`config.mk`:
```
export PLATFORM = sky130hd
export DESIGN_NAME = imem_program_loader_flat
export DESIGN_NICKNAME = d
export VERILOG_FILES = /design/src/rtl/imem_program_loader_if.sv /design/src/rtl/imem_program_loader.sv /design/src/flat_wrapper.sv
export SDC_FILE = /design/constraint.sdc
export NUM_CORES = 1
export LEC_CHECK = 0
export ABC_AREA = 1
export BUFFER_PORTS_ARGS = -buffer_cell sky130_fd_sc_hd__buf_2
export CAP_MARGIN = 20
export CORE_AREA = 2 2 102 104
export CTS_CLUSTER_SIZE = 28
export DETAILED_ROUTE_END_ITERATION = 10
export DIE_AREA = 0 0 104 106
export SLEW_MARGIN = 20
export SYNTH_ARGS = -nofsm -noshare
export SYNTH_HDL_FRONTEND = slang
export SYNTH_SLANG_ARGS = --single-unit
```
`constraint.sdc`:
```
create_clock -name clk_i -period 2.6 [get_ports clk_i]
set_input_delay 0.26 -clock clk_i [delete_from_list [all_inputs] [get_ports clk_i]]
set_output_delay 0.26 -clock clk_i [all_outputs]
set_load 0.005 [all_outputs]
```
`src/rtl/imem_program_loader_if.sv`:
```
// Host byte stream plus imem write port of the program loader.
// master = host/testbench side, slave = loader side.
interface imem_program_loader_if #(
  parameter int ADDR_WIDTH = 8
);
  logic [7:0]            in_data;
  logic                  in_valid;
  logic                  in_ready;
  logic                  wr_en;
  logic [ADDR_WIDTH-1:0] wr_addr;
  logic [31:0]           wr_data;

  modport master (
    output in_data, in_valid,
    input  in_ready, wr_en, wr_addr, wr_data
  );

  modport slave (
    input  in_data, in_valid,
    output in_ready, wr_en, wr_addr, wr_data
  );
endinterface

```
`src/rtl/imem_program_loader.sv`:
```
// Streams a length-prefixed, big-endian byte image into imem while holding the core in reset.
// Define LOADER_CHECKSUM_EN to require a trailing XOR checksum byte over the data bytes.
//
// state   | meaning
// IDLE    | waiting for Start, core held in reset
// LEN_HI  | expecting word-count high byte
// LEN_LO  | expecting word-count low byte, range-checked against capacity
// DATA    | assembling bytes into words and writing them
// CHECK   | expecting checksum byte (LOADER_CHECKSUM_EN only)
// DONE    | image loaded, core released
// ERROR   | load aborted, core held in reset
module imem_program_loader #(
  parameter int ADDR_WIDTH = 8
) (
  input  logic                  clk_i,
  input  logic                  rst_i,
  input  logic                  start_i,
  imem_program_loader_if.slave  bus,
  output logic                  cpu_reset_o,
  output logic                  done_o,
  output logic                  error_o,
  output logic [ADDR_WIDTH:0]   words_written_o
);

  typedef enum logic [2:0] {
    S_IDLE,
    S_LEN_HI,
    S_LEN_LO,
    S_DATA,
`ifdef LOADER_CHECKSUM_EN
    S_CHECK,
`endif
    S_DONE,
    S_ERROR
  } state_e;

  localparam logic [16:0] CAP = 17'(1) << ADDR_WIDTH;

  state_e                state_q;
  logic [15:0]           len_q;
  logic [23:0]           asm_q;
  logic [1:0]            byte_cnt_q;
  logic                  last_q;
  logic                  wr_en_q;
  logic [ADDR_WIDTH-1:0] wr_addr_q;
  logic [31:0]           wr_data_q;
  logic [ADDR_WIDTH:0]   words_q;
  logic                  cpu_reset_q;
  logic                  done_q;
  logic                  error_q;
`ifdef LOADER_CHECKSUM_EN
  logic [7:0]            chk_q;
`endif

  logic        in_ready;
  logic        hs;
  logic [15:0] len_d;
  logic [31:0] word_d;
  logic        last_word_d;

  // last_q closes the byte window once the final word is assembled, so a
  // trailing byte is not taken while that word is still being written.
  always_comb begin
    in_ready = 1'b0;
    case (state_q)
      S_LEN_HI, S_LEN_LO: in_ready = 1'b1;
      S_DATA:             in_ready = !last_q;
`ifdef LOADER_CHECKSUM_EN
      S_CHECK:            in_ready = 1'b1;
`endif
      default:            in_ready = 1'b0;
    endcase
  end

  assign hs          = bus.in_valid & in_ready;
  assign len_d       = {len_q[15:8], bus.in_data};
  assign word_d      = {asm_q, bus.in_data};
  assign last_word_d = ({1'b0, len_q} == (17'(words_q) + 17'd1));

  always_ff @(posedge clk_i) begin
    if (rst_i) begin
      state_q     <= S_IDLE;
      len_q       <= '0;
      asm_q       <= '0;
      byte_cnt_q  <= '0;
      last_q      <= 1'b0;
      wr_en_q     <= 1'b0;
      wr_addr_q   <= '0;
      wr_data_q   <= '0;
      words_q     <= '0;
      cpu_reset_q <= 1'b1;
      done_q      <= 1'b0;
      error_q     <= 1'b0;
`ifdef LOADER_CHECKSUM_EN
      chk_q       <= '0;
`endif
    end else begin
      wr_en_q <= 1'b0;
      case (state_q)
        S_IDLE, S_DONE, S_ERROR: begin
          if (start_i) begin
            state_q     <= S_LEN_HI;
            done_q      <= 1'b0;
            error_q     <= 1'b0;
            words_q     <= '0;
            wr_addr_q   <= '0;
            cpu_reset_q <= 1'b1;
            byte_cnt_q  <= '0;
            last_q      <= 1'b0;
`ifdef LOADER_CHECKSUM_EN
            chk_q       <= '0;
`endif
          end
        end
        S_LEN_HI: begin
          if (hs) begin
            len_q[15:8] <= bus.in_data;
            state_q     <= S_LEN_LO;
          end
        end
        S_LEN_LO: begin
          if (hs) begin
            len_q[7:0] <= bus.in_data;
            if ((len_d == 16'd0) || ({1'b0, len_d} > CAP)) begin
              state_q <= S_ERROR;
              error_q <= 1'b1;
            end else begin
              state_q <= S_DATA;
            end
          end
        end
        S_DATA: begin
          if (hs) begin
            asm_q      <= word_d[23:0];
            byte_cnt_q <= byte_cnt_q + 2'd1;
`ifdef LOADER_CHECKSUM_EN
            chk_q      <= chk_q ^ bus.in_data;
`endif
            if (byte_cnt_q == 2'd3) begin
              wr_en_q   <= 1'b1;
              wr_data_q <= word_d;
              if (last_word_d) last_q <= 1'b1;
            end
          end
          // Address saturates at the top word so a full-capacity load never wraps.
          if (wr_en_q) begin
            words_q <= words_q + (ADDR_WIDTH+1)'(1);
            if (wr_addr_q != '1) wr_addr_q <= wr_addr_q + ADDR_WIDTH'(1);
            if (last_q) begin
`ifdef LOADER_CHECKSUM_EN
              state_q <= S_CHECK;
`else
              state_q     <= S_DONE;
              done_q      <= 1'b1;
              cpu_reset_q <= 1'b0;
`endif
            end
          end
        end
`ifdef LOADER_CHECKSUM_EN
        S_CHECK: begin
          if (hs) begin
            if (bus.in_data == chk_q) begin
              state_q     <= S_DONE;
              done_q      <= 1'b1;
              cpu_reset_q <= 1'b0;
            end else begin
              state_q <= S_ERROR;
              error_q <= 1'b1;
            end
          end
        end
`endif
        default: state_q <= S_IDLE;
      endcase
    end
  end

  assign bus.in_ready    = in_ready;
  assign bus.wr_en       = wr_en_q;
  assign bus.wr_addr     = wr_addr_q;
  assign bus.wr_data     = wr_data_q;
  assign cpu_reset_o     = cpu_reset_q;
  assign done_o          = done_q;
  assign error_o         = error_q;
  assign words_written_o = words_q;

endmodule

```
`src/flat_wrapper.sv`:
```
// flat-port wrapper written by rule: the top's interface ports become plain ports
module imem_program_loader_flat 
#(
  parameter int ADDR_WIDTH = 8
)
  (clk_i, rst_i, start_i, cpu_reset_o, done_o, error_o, words_written_o, bus_in_data, bus_in_valid, bus_in_ready, bus_wr_en, bus_wr_addr, bus_wr_data);
  imem_program_loader_if #(.ADDR_WIDTH(ADDR_WIDTH)) bus_i ();
  input  logic clk_i;
  input  logic rst_i;
  input  logic start_i;
  output logic cpu_reset_o;
  output logic done_o;
  output logic error_o;
  output logic [ADDR_WIDTH:0] words_written_o;
  input wire logic [$bits(bus_i.in_data)-1:0] bus_in_data;
  input wire logic [$bits(bus_i.in_valid)-1:0] bus_in_valid;
  output wire logic [$bits(bus_i.in_ready)-1:0] bus_in_ready;
  output wire logic [$bits(bus_i.wr_en)-1:0] bus_wr_en;
  output wire logic [$bits(bus_i.wr_addr)-1:0] bus_wr_addr;
  output wire logic [$bits(bus_i.wr_data)-1:0] bus_wr_data;
  assign bus_i.in_data = bus_in_data;
  assign bus_i.in_valid = bus_in_valid;
  assign bus_in_ready = bus_i.in_ready;
  assign bus_wr_en = bus_i.wr_en;
  assign bus_wr_addr = bus_i.wr_addr;
  assign bus_wr_data = bus_i.wr_data;
  imem_program_loader #(.ADDR_WIDTH(ADDR_WIDTH)) u_core (.clk_i(clk_i), .rst_i(rst_i), .start_i(start_i), .bus(bus_i), .cpu_reset_o(cpu_reset_o), .done_o(done_o), .error_o(error_o), .words_written_o(words_written_o));
endmodule
```
==> flow_metrics.tcl, run 1 <==
set metrics [dict create \
    fmax_mhz 472 \
    dp.final_hpwl_microns 7160 \
    status "finished, final reports clean" \
    grt_first_pass_wirelength_microns 17100 \
    max-vdd-ir-drop_v 0.000288 \
    final.period_utilization 0.815 \
    port-buffer-count 65 \
    worst-endpoint-arrival_ps 2390 \
    cpPeakStageDelay_ps 340 \
    synth_cell_type_count 25 \
    totalNegativeSetupSlack_ps 0 \
    total_leakage_power_nw 2.02 \
    remaining_drc_errors 0 \
    layout.cells.most_common "sky130_fd_sc_hd__nand2_1" \
    core.rowCount 37 \
    cts.hold.buffers_added 0 \
    cts-buffers-inserted 9 \
    finalMaxSlewViolations 0 \
    rrSetupSlack_ps 480 \
    timing.final.hold_violations 0 \
    fin_skew_ps 14.8 \
    syn-mean-instance-area_sq_um 7.24 \
    synth_cells 575 \
    h-tree-depth 3 \
    cts.clk_slew.worst_paths_ps 100 \
    cp.required_ps 2870 \
    final_antenna_net_count 0 \
    layout-drive-gt1-share 0.152 \
    max-cap-violations 0 \
    num-nets-final 649 \
    syn-cell-area_sq_um 4170 \
    via_per_inst 4.97 \
    floorplan.die_area_sq_um 11000 \
    via_count 3850 \
    post_cts.repair.setup_buffers 0 \
    floorplan.die.width_microns 104 \
    antenna-diode-count 0 \
    setup.worst_path.class "flop to flop" \
    drt_iter0_drc 198 \
    holdCritPathClass "primary input to flop" \
    globalRouteOverflowTotal 0 \
    mostFrequentLayoutCells "sky130_fd_sc_hd__nand2_1, sky130_fd_sc_hd__dfxtp_1, sky130_fd_sc_hd__a21oi_1" \
    comb_power_share 0.195 \
    slew_headroom 0.715 \
    crit_path_start_kind "flop" \
    p_int_mw 2.37 \
    postSynthRegisterBits 99 \
    switching_power_mw 1.09 \
    worstMarginPinSlew_ps 426 \
    endpoint_kind "flop" \
    rsz0062_at_grt "false" \
    area_delta_synth_final_pct 16.6 \
    yosys-top-cells-area "sky130_fd_sc_hd__dfxtp_1, sky130_fd_sc_hd__a21oi_1, sky130_fd_sc_hd__nand2_1" \
    placed_cells 759 \
    pin_count_of_the_biggest_net_entering_global_routing 34 \
    power.share.clock 0.326 \
    cp_num_buf_inv 4 \
    starting_density_of_the_core 0.417 \
    synth.yosys.seq_area_share 0.476 \
    report.power.total_mw 3.46 \
    clkLatencyLatePin_ps 370 \
    ioPinCount 66 \
    cts.repair.resized 0 \
    place.gp.congestion 0.933 \
    detailedRoute.firstPassIterationCount 6 \
    setup-violations-final 0 \
    clkSinkCount 99 \
    critical-path-top-delay-family "buffers and inverters" \
    cts_tree "done" \
    route.detailed.wl_per_inst_microns 12.9 \
    synth_top_cell_by_area "sky130_fd_sc_hd__dfxtp_1" \
    floorplan.core_area_sq_um 10000 \
    grt_antenna_before_repair 0 \
    grt_util_all_layers 0.192 \
    timing.critical_path.fanout_max 20 \
    synth_top_cell_area_share 0.476 \
    critical_path.slowest_cell "sky130_fd_sc_hd__dfxtp_1" \
    p_seq_frac 0.479 \
    clk_path_buf_depth 2 \
    layoutNonFillerInstCount 775 \
    drt_wl_total_microns 10000 \
    vias_in_the_first_global_route 3551 \
    switching_share 0.315 \
    cp_cell_sequence "inv_1, nand2_1, nor2_2, buf_4, inv_1, nand2_1, nand3_1, inv_1, nand2_1, o21ai_0, nor2_1" \
    clockRootBuffer "sky130_fd_sc_hd__clkbuf_8" \
    syn_nets 590 \
    yosysWarnings 0 \
    min_period_ps 2120 \
    floorplan_die_height_microns 106 \
    power.density_cell_area_nw_per_um2 712 \
]
==> Yosys cell counts <==
cell                          n
sky130_fd_sc_hd__clkinv_1     1
sky130_fd_sc_hd__nor2_2       2
sky130_fd_sc_hd__xnor3_1      1
sky130_fd_sc_hd__a31oi_1      1
sky130_fd_sc_hd__inv_1       77
sky130_fd_sc_hd__o21ai_0     61
sky130_fd_sc_hd__o21ai_1      6
sky130_fd_sc_hd__nand3_2      2
sky130_fd_sc_hd__a21oi_1     79
sky130_fd_sc_hd__nand4_2      1
sky130_fd_sc_hd__nor2_1      43
sky130_fd_sc_hd__inv_2        2
sky130_fd_sc_hd__ha_1         3
sky130_fd_sc_hd__a31oi_4      1
sky130_fd_sc_hd__xor2_1       2
sky130_fd_sc_hd__nand2_1    102
sky130_fd_sc_hd__nor4_1       1
sky130_fd_sc_hd__o2111ai_1    1
sky130_fd_sc_hd__nand4_1      4
sky130_fd_sc_hd__dfxtp_1     99
sky130_fd_sc_hd__xnor2_1      2
sky130_fd_sc_hd__clkbuf_1    17
sky130_fd_sc_hd__nand2_2      1
sky130_fd_sc_hd__buf_2        7
sky130_fd_sc_hd__nand3_1     59
==> layout make-up <==
type	instances	area [sq um]
clock buffers	9	124
clock inverters	7	104
fillers	1039	5140
inverters	80	300
multi-input cells	372	1780
flip-flops and latches	99	1980
well taps	136	170
repair buffers	72	390
==> power by group through the flow <==
stage	logic, mW	clock network (mW)	registers [mW]
global placement	0.658	0	1.69
floorplan	0.482	0	1.68
CTS	0.675	1.16	1.65
detailed placement	0.671	0	1.69
global route	0.775	1.23	1.67
finish	0.674	1.13	1.65
==> metal layers <==
metal / vias up / part of all wire / track usage
met1: 1771 / 0.47 / 0.246
met3: 9 / 0.049 / 0.0460
met4: 0 / 0.012 / 0.0666
met5: - / 0 / 0
met2: 77 / 0.47 / 0.319
li1: 1993 / - / -
==> through the flow <==
| step | utilization | hold slack (ps) | instance area [sq um] | setup WS, ps |
|---|---|---|---|---|
| after detailed placement | 0.463 | 432 | 4630 | 525 |
| final | 0.485 | 211 | 4850 | 481 |
| after global placement | 0.463 | 427 | 4630 | 583 |
| after CTS | 0.485 | 198 | 4850 | 512 |
| after floorplan | - | 363 | 4170 | 1020 |
| after global routing | 0.485 | 220 | 4850 | 235 |
==> tightest hold or removal path: stages <==
cell and delay (ps):
sky130_fd_sc_hd__buf_2 150, sky130_fd_sc_hd__nand2_1 90, sky130_fd_sc_hd__nand2_1 50
==> flip-flops by register name (all words and copies together) (netlist names) <==
name	cells
u_core.bus.wr_en	1
u_core.byte_cnt_q	2
u_core.error_o	1
u_core.bus.wr_addr	8
u_core.state_q	3
u_core.len_q	16
u_core.asm_q	24
u_core.cpu_reset_o	1
u_core.words_written_o	9
u_core.last_q	1
u_core.bus.wr_data	32
u_core.done_o	1
==> kinds of logic (layout without fill, tap and decap cells) <==
logic type / Yosys count / after routing / synth area share
and+or+nand+nor: 215 / 215 / 0.221
AOI/OAI and AO/OA: 149 / 149 / 0.184
buffers and inverters: 104 / 168 / 0.0958
DFF: 99 / 99 / 0.476
xor gates and xnor gates: 5 / 5 / 0.0138
adders and majority gates: 3 / 3 / 0.00901
==> path summary, 6_finish.rpt <==
check | cells past startpoint | end | start
min | 3 | u_core.bus.wr_data[1] | bus_in_data[1]
max reg2reg | 11 | u_core.bus.wr_addr[4] | u_core.state_q[2]
min reg2reg | 2 | u_core.bus.wr_data[7] | u_core.bus.wr_data[7]
max | 11 | u_core.bus.wr_addr[4] | u_core.state_q[2]
(Power assumes the default switching activity.)
==> run 2, diff against run 1 <==
--- a/config.mk
+++ b/config.mk
@@ -5,13 +5,14 @@
 export SDC_FILE = /design/constraint.sdc
 export NUM_CORES = 1
 export LEC_CHECK = 0
-export ABC_AREA = 1
+export ABC_AREA = 0
 export BUFFER_PORTS_ARGS = -buffer_cell sky130_fd_sc_hd__buf_2
 export CAP_MARGIN = 20
-export CORE_AREA = 2 2 102 104
+export CORE_AREA = 2 2 101 103
 export CTS_CLUSTER_SIZE = 28
 export DETAILED_ROUTE_END_ITERATION = 10
-export DIE_AREA = 0 0 104 106
+export DIE_AREA = 0 0 103 105
+export PLACE_DENSITY = 0.65
 export SLEW_MARGIN = 20
 export SYNTH_ARGS = -nofsm -noshare
 export SYNTH_HDL_FRONTEND = slang
==> constraint.sdc (replaced) <==
create_clock -name clk_i -period 1.72 [get_ports clk_i]
set_input_delay 0.172 -clock clk_i [delete_from_list [all_inputs] [get_ports clk_i]]
set_output_delay 0.172 -clock clk_i [all_outputs]
set_load 0.005 [all_outputs]
==> run 2 against run 1 <==
Against the previous run: wire length is 0.52% higher; final area rose by 6.4%; sequential power grew 44%; via count down 0.52%; global-route usage decreased by 0.24 points; power up 25%; first-iteration DRC count down 8.6%; setup slack lost 460 ps.
==> flow_metrics.tcl, run 2 <==
set metrics [dict create \
    cpPeakStageDelay_ps 690 \
    max-cap-violations 0 \
    syn_nets 534 \
    finalMaxSlewViolations 0 \
    floorplan.die.width_microns 103 \
    max-vdd-ir-drop_v 0.000350 \
    yosys.cell_count.top_type "sky130_fd_sc_hd__nand2_1" \
    synthTopCellsByCount "sky130_fd_sc_hd__nand2_1, sky130_fd_sc_hd__dfxtp_1, sky130_fd_sc_hd__a21oi_1" \
    starting_density_of_the_core 0.428 \
    slew_headroom 0.619 \
    final_antenna_net_count 0 \
    num-nets-final 627 \
    yosysWarnings 0 \
    largest_register_ffs 32 \
    clkSinkCount 99 \
    antenna-diode-count 0 \
    clockRootBuffer "sky130_fd_sc_hd__clkbuf_8" \
    route.detailed.wl_per_inst_microns 13.5 \
    crit_path_start_kind "flop" \
    yosys-top-cells-area "sky130_fd_sc_hd__dfxtp_1, sky130_fd_sc_hd__nand2_1, sky130_fd_sc_hd__a21oi_1" \
    via_per_inst 5.11 \
    cp_cell_sequence "xnor2_1, or4b_2, a2111oi_4, a22o_1" \
    grt_util_all_layers 0.190 \
    synth.yosys.seq_area_share 0.480 \
    endpoint_kind "flop" \
    synth-edff-count 0 \
    drt_wl_total_microns 10100 \
    critical_path.slowest_cell "sky130_fd_sc_hd__or4b_2" \
    synth_top_cell_area_share 0.480 \
    cts_tree "done" \
    rrSetupSlack_ps 20 \
    fin_skew_ps 7.03 \
    floorplan.die_area_sq_um 10800 \
    vias_in_the_first_global_route 3540 \
    timing.final.hold_violations 0 \
    timing.critical_path.fanout_max 4 \
    status "finished, final reports clean" \
    total_leakage_power_nw 2.01 \
    h-tree-depth 3 \
    synth-compound-area-share 0.144 \
    fillCellCount 975 \
    worst-endpoint-arrival_ps 2020 \
    totalNegativeSetupSlack_ps 0 \
    setup-violations-final 0 \
    hold_slack_ps 106 \
    synth_cells 519 \
    fmax_mhz 589 \
    port-buffer-count 65 \
    power.density_cell_area_nw_per_um2 833 \
    via_count 3830 \
    clk_path_buf_depth 2 \
    rsz0062_at_grt "true" \
    clkLatencyLatePin_ps 370 \
    floorplan_die_height_microns 105 \
    syn-cell-area_sq_um 4130 \
    floorplan.core_area_sq_um 9640 \
    layout-drive-gt1-share 0.254 \
    holdCritPathClass "primary input to flop" \
    report.power.total_mw 4.30 \
    detailedRoute.firstPassIterationCount 5 \
    grt_antenna_before_repair 0 \
    post_synth_mux_area_share 0.0246 \
    yosys.area_share.adder 0.00909 \
    layout.cells.most_common "sky130_fd_sc_hd__nand2_1" \
    core.rowCount 36 \
    layoutNonFillerInstCount 750 \
    place.gp.congestion 0.821 \
    ys_async_sr_fraction 0 \
    remaining_drc_errors 0 \
    synth_cell_type_count 47 \
    cp.required_ps 2040 \
    area_delta_synth_final_pct 25.2 \
    final.period_utilization 0.987 \
    postSynthRegisterBits 99 \
    dp.final_hpwl_microns 7090 \
    synth_top_family_by_area "simple AND/OR/NAND/NOR gates" \
    globalRouteOverflowTotal 0 \
    synth_top_cell_by_area "sky130_fd_sc_hd__dfxtp_1" \
    min_period_ps 1700 \
    mostFrequentLayoutCells "sky130_fd_sc_hd__nand2_1, sky130_fd_sc_hd__dfxtp_1, sky130_fd_sc_hd__a21oi_1" \
    placed_cells 732 \
    setup.worst_path.class "flop to flop" \
    pin_count_of_the_biggest_net_entering_global_routing 58 \
    cts.clk_slew.worst_paths_ps 100 \
    synth-xor-area-share 0.0339 \
    syn-mean-instance-area_sq_um 7.95 \
    cts-buffers-inserted 9 \
    ioPinCount 66 \
    drt_iter0_drc 181 \
    grt_first_pass_wirelength_microns 16500 \
    worstMarginPinSlew_ps 572 \
    synth_top_flop_cell "sky130_fd_sc_hd__dfxtp_1" \
    synth_simple_gate_area_frac 0.273 \
]
run 2: routing by layer:
layer  track usage  up-vias  part of all wire
li1              -     1933                 -
met5             0        -                 0
met2         0.304       80              0.48
met1         0.258     1807              0.47
met4        0.0648        0             0.010
met3        0.0314       10             0.046
run 2: per-stage QoR:
step / setup WS, ps / utilization / instance area (sq um)
finish: 23.2 / 0.536 / 5170
global route: -58.4 / 0.536 / 5170
CTS: -48.2 / 0.529 / 5100
detailed placement: -81.8 / 0.507 / 4890
global placement: -48.7 / 0.507 / 4890
floorplan: -44.8 / - / 4150
run 2: layout make-up:
type / instances / area [sq um] / area share
clock inverter: 6 / 56.3 / 0.0109
inverter: 1 / 3.75 / 0.000727
sequential: 99 / 2000 / 0.386
clock buffer: 10 / 138 / 0.0266
multi-input combinational: 386 / 2070 / 0.401
tap: 133 / 166 / 0.0322
timing repair buffer: 115 / 733 / 0.142
run 2: worst max-delay path, delay by kind of cell, from the launching register on:
kind | cells | cell delay [ps]
simple gates | 1 | 690
xor+xnor | 1 | 140
compound gates | 2 | 470
flops | 1 | 350
run 2: kinds of logic after synthesis:
family,after synthesis
DFF,99
and+or+nand+nor,246
xor gates and xnor gates,16
AOI/OAI and AO/OA,111
muxes,10
buffers and inverters,34
adders and majority gates,3
run 2: final timing paths:
| kind | start | endpoint | cells past startpoint |
|---|---|---|---|
| setup / recovery | u_core.words_written_o[4] | u_core.last_q | 4 |
| hold / removal | start_i | u_core.state_q[2] | 4 |
| setup reg to reg | u_core.words_written_o[4] | u_core.last_q | 4 |
| hold reg to reg | u_core.asm_q[20] | u_core.bus.wr_data[28] | 2 |
run 2: what timing repair did:
| action | in CTS | in global routing |
|---|---|---|
| gates resized for setup | 5 | 14 |
| pin swaps | 1 | 4 |
| setup buffers | 0 | 2 |
| hold buffers | 0 | 0 |
| setup endpoints to repair | 11 | 10 |
run 2: where the power goes:
group	total (mW)	internal, mW	switching, mW
clock	1.48	0.597	0.884
sequential	2.37	2.33	0.0391
combinational	0.454	0.197	0.256
total	4.30	3.13	1.18
==> run 3, diff against run 2 <==
--- a/config.mk
+++ b/config.mk
@@ -12,7 +12,6 @@
 export CTS_CLUSTER_SIZE = 28
 export DETAILED_ROUTE_END_ITERATION = 10
 export DIE_AREA = 0 0 103 105
-export PLACE_DENSITY = 0.65
 export SLEW_MARGIN = 20
 export SYNTH_ARGS = -nofsm -noshare
 export SYNTH_HDL_FRONTEND = slang
==> constraint.sdc (replaced) <==
create_clock -name clk_i -period 1.95 [get_ports clk_i]
set_input_delay 0.195 -clock clk_i [delete_from_list [all_inputs] [get_ports clk_i]]
set_output_delay 0.195 -clock clk_i [all_outputs]
set_load 0.005 [all_outputs]
==> run 3 against run 2 <==
Against the previous run: combinational power shrank 23%; fmax down 9.0%; sequential share of layout area increased by 1.9 points; final area shrank 5.3%; wire length fell by 2.3%; sequential power is 12% lower; final cell count is 3.5% lower; register-to-register slack improved by 60 ps; global-route usage shrank 0.15 points; critical endpoint unchanged; largest cell class unchanged.
==> flow_metrics.tcl, run 3 (synthesis gave the netlist of run 2 again) <==
set metrics [dict create \
    status "finished, final reports clean" \
    route.detailed.wl_per_inst_microns 13.6 \
    detailedRoute.firstPassIterationCount 5 \
    fmax_mhz 536 \
    clockRootBuffer "sky130_fd_sc_hd__clkbuf_8" \
    cp_num_buf_inv 0 \
    path_depth 6 \
    timing.hold.worst_path_depth 3 \
    finalMaxSlewViolations 0 \
    cpPeakStageDelay_ps 420 \
    drt_wl_total_microns 9860 \
    final_core_utilization 0.508 \
    floorplan.core_area_sq_um 9640 \
    pin_count_of_the_biggest_net_entering_global_routing 80 \
    final_antenna_net_count 0 \
    post_dp_cell_area_sq_um 4690 \
    power.density_cell_area_nw_per_um2 778 \
    layoutNonFillerInstCount 724 \
    drt_iter0_drc 169 \
    rsz0062_at_grt "false" \
    worstMarginPinSlew_ps 801 \
    clk_path_buf_depth 2 \
    ioPinCount 66 \
    grt_first_pass_wirelength_microns 16100 \
    final.period_utilization 0.957 \
    core.rowCount 36 \
    max-vdd-ir-drop_v 0.000419 \
    holdCritPathClass "primary input to flop" \
    r2r.worst_path.cells 6 \
    layout-drive-gt1-share 0.196 \
    floorplan.die_area_sq_um 10800 \
    cp.required_ps 2270 \
    dp.final_hpwl_microns 6680 \
    num-nets-final 602 \
    grt_util_all_layers 0.189 \
    fin_skew_ps 11.2 \
    area_delta_synth_final_pct 18.6 \
    remaining_drc_errors 0 \
    totalNegativeSetupSlack_ps 0 \
    port-buffer-count 65 \
    crit_path_start_kind "flop" \
    antenna-diode-count 0 \
    finalInstanceArea_sq_um 4890 \
    setup-violations-final 0 \
    worst-endpoint-arrival_ps 2180 \
    clkLatencyLatePin_ps 370 \
    max-cap-violations 0 \
    critical-path-top-delay-family "simple AND/OR/NAND/NOR gates" \
    place.gp.congestion 0.807 \
    floorplan_die_height_microns 105 \
    clkSinkCount 99 \
    cts_tree "done" \
    setup.worst_path.class "flop to flop" \
    endpoint_kind "flop" \
    via_per_inst 5.06 \
    h-tree-depth 3 \
    starting_density_of_the_core 0.428 \
    layout.cells.most_common "sky130_fd_sc_hd__nand2_1" \
    placed_cells 709 \
    globalRouteOverflowTotal 0 \
    timing.critical_path.fanout_max 5 \
    via_count 3663 \
    fillCellCount 980 \
    timing.final.hold_violations 0 \
    vias_in_the_first_global_route 3353 \
    grt_antenna_before_repair 0 \
    min_period_ps 1870 \
    cp_cell_sequence "ha_1, xnor2_1, nand4_1, or4_1, a2111oi_2, a22o_1" \
    cts.clk_slew.worst_paths_ps 100 \
    cts-buffers-inserted 9 \
    critical_path.slowest_cell "sky130_fd_sc_hd__or4_1" \
    mostFrequentLayoutCells "sky130_fd_sc_hd__nand2_1, sky130_fd_sc_hd__dfxtp_1, sky130_fd_sc_hd__a21oi_1" \
    total_leakage_power_nw 1.87 \
    floorplan.die.width_microns 103 \
    largest_register_ffs 32 \
    slew_headroom 0.466 \
]
-- run 3: worst register-to-register path, delay by kind of cell (launching register included) --
kind / cells / cell delay (ps)
compound gates: 2 / 460
xor+xnor: 1 / 150
fa+ha+maj: 1 / 280
flops: 1 / 400
simple gates: 2 / 520
-- run 3: path summary, 6_finish.rpt --
| path | from | endpoint | slack, ps |
|---|---|---|---|
| worst min register to register | u_core.bus.wr_data[13] | u_core.bus.wr_data[13] | 450 |
| worst min-delay path | bus_in_data[4] | u_core.bus.wr_data[4] | 110 |
| worst max-delay path | u_core.words_written_o[1] | u_core.last_q | 80 |
| worst max register to register | u_core.words_written_o[1] | u_core.last_q | 80 |
-- run 3: area by class of cell --
type	instances	area, sq um	share of cell area
Clock buffer	10	138	0.0281
Clock inverter	5	60.1	0.0123
Inverter	1	3.75	0.000767
Multi-Input combinational cell	386	2010	0.410
Sequential cell	99	1980	0.405
Tap cell	133	166	0.0340
Timing Repair Buffer	90	538	0.110
-- run 3: what timing repair did --
action | 4_1_cts | 5_1_grt
gates resized for setup | 0 | 2
endpoints found under the setup margin | 0 | 8
hold buffers | 0 | 0
setup buffers | 0 | 0
-- run 3: metal layers --
| metal | routed length, microns | vias to the layer above | GRT usage |
|---|---|---|---|
| li1 | - | 1885 | - |
| met1 | 4820 | 1696 | 0.262 |
| met2 | 4450 | 70 | 0.284 |
| met3 | 438 | 12 | 0.0462 |
| met4 | 155 | 0 | 0.0639 |
| met5 | 0 | - | 0 |
-- run 3: power breakdown --
part | switching [mW] | internal, mW
Combinational | 0.212 | 0.138
Clock | 0.739 | 0.629
Sequential | 0.0331 | 2.06
Total | 0.984 | 2.82
-- run 3: stage by stage --
stage	hold slack (ps)	setup slack [ps]	power [mW]
2_1_floorplan	331	80.2	2.35
3_3_place_gp	441	83.2	2.48
3_5_place_dp	444	24.1	2.48
4_1_cts	91.2	12.1	3.83
5_1_grt	98.6	12.5	3.98
6_report	107	84.4	3.81
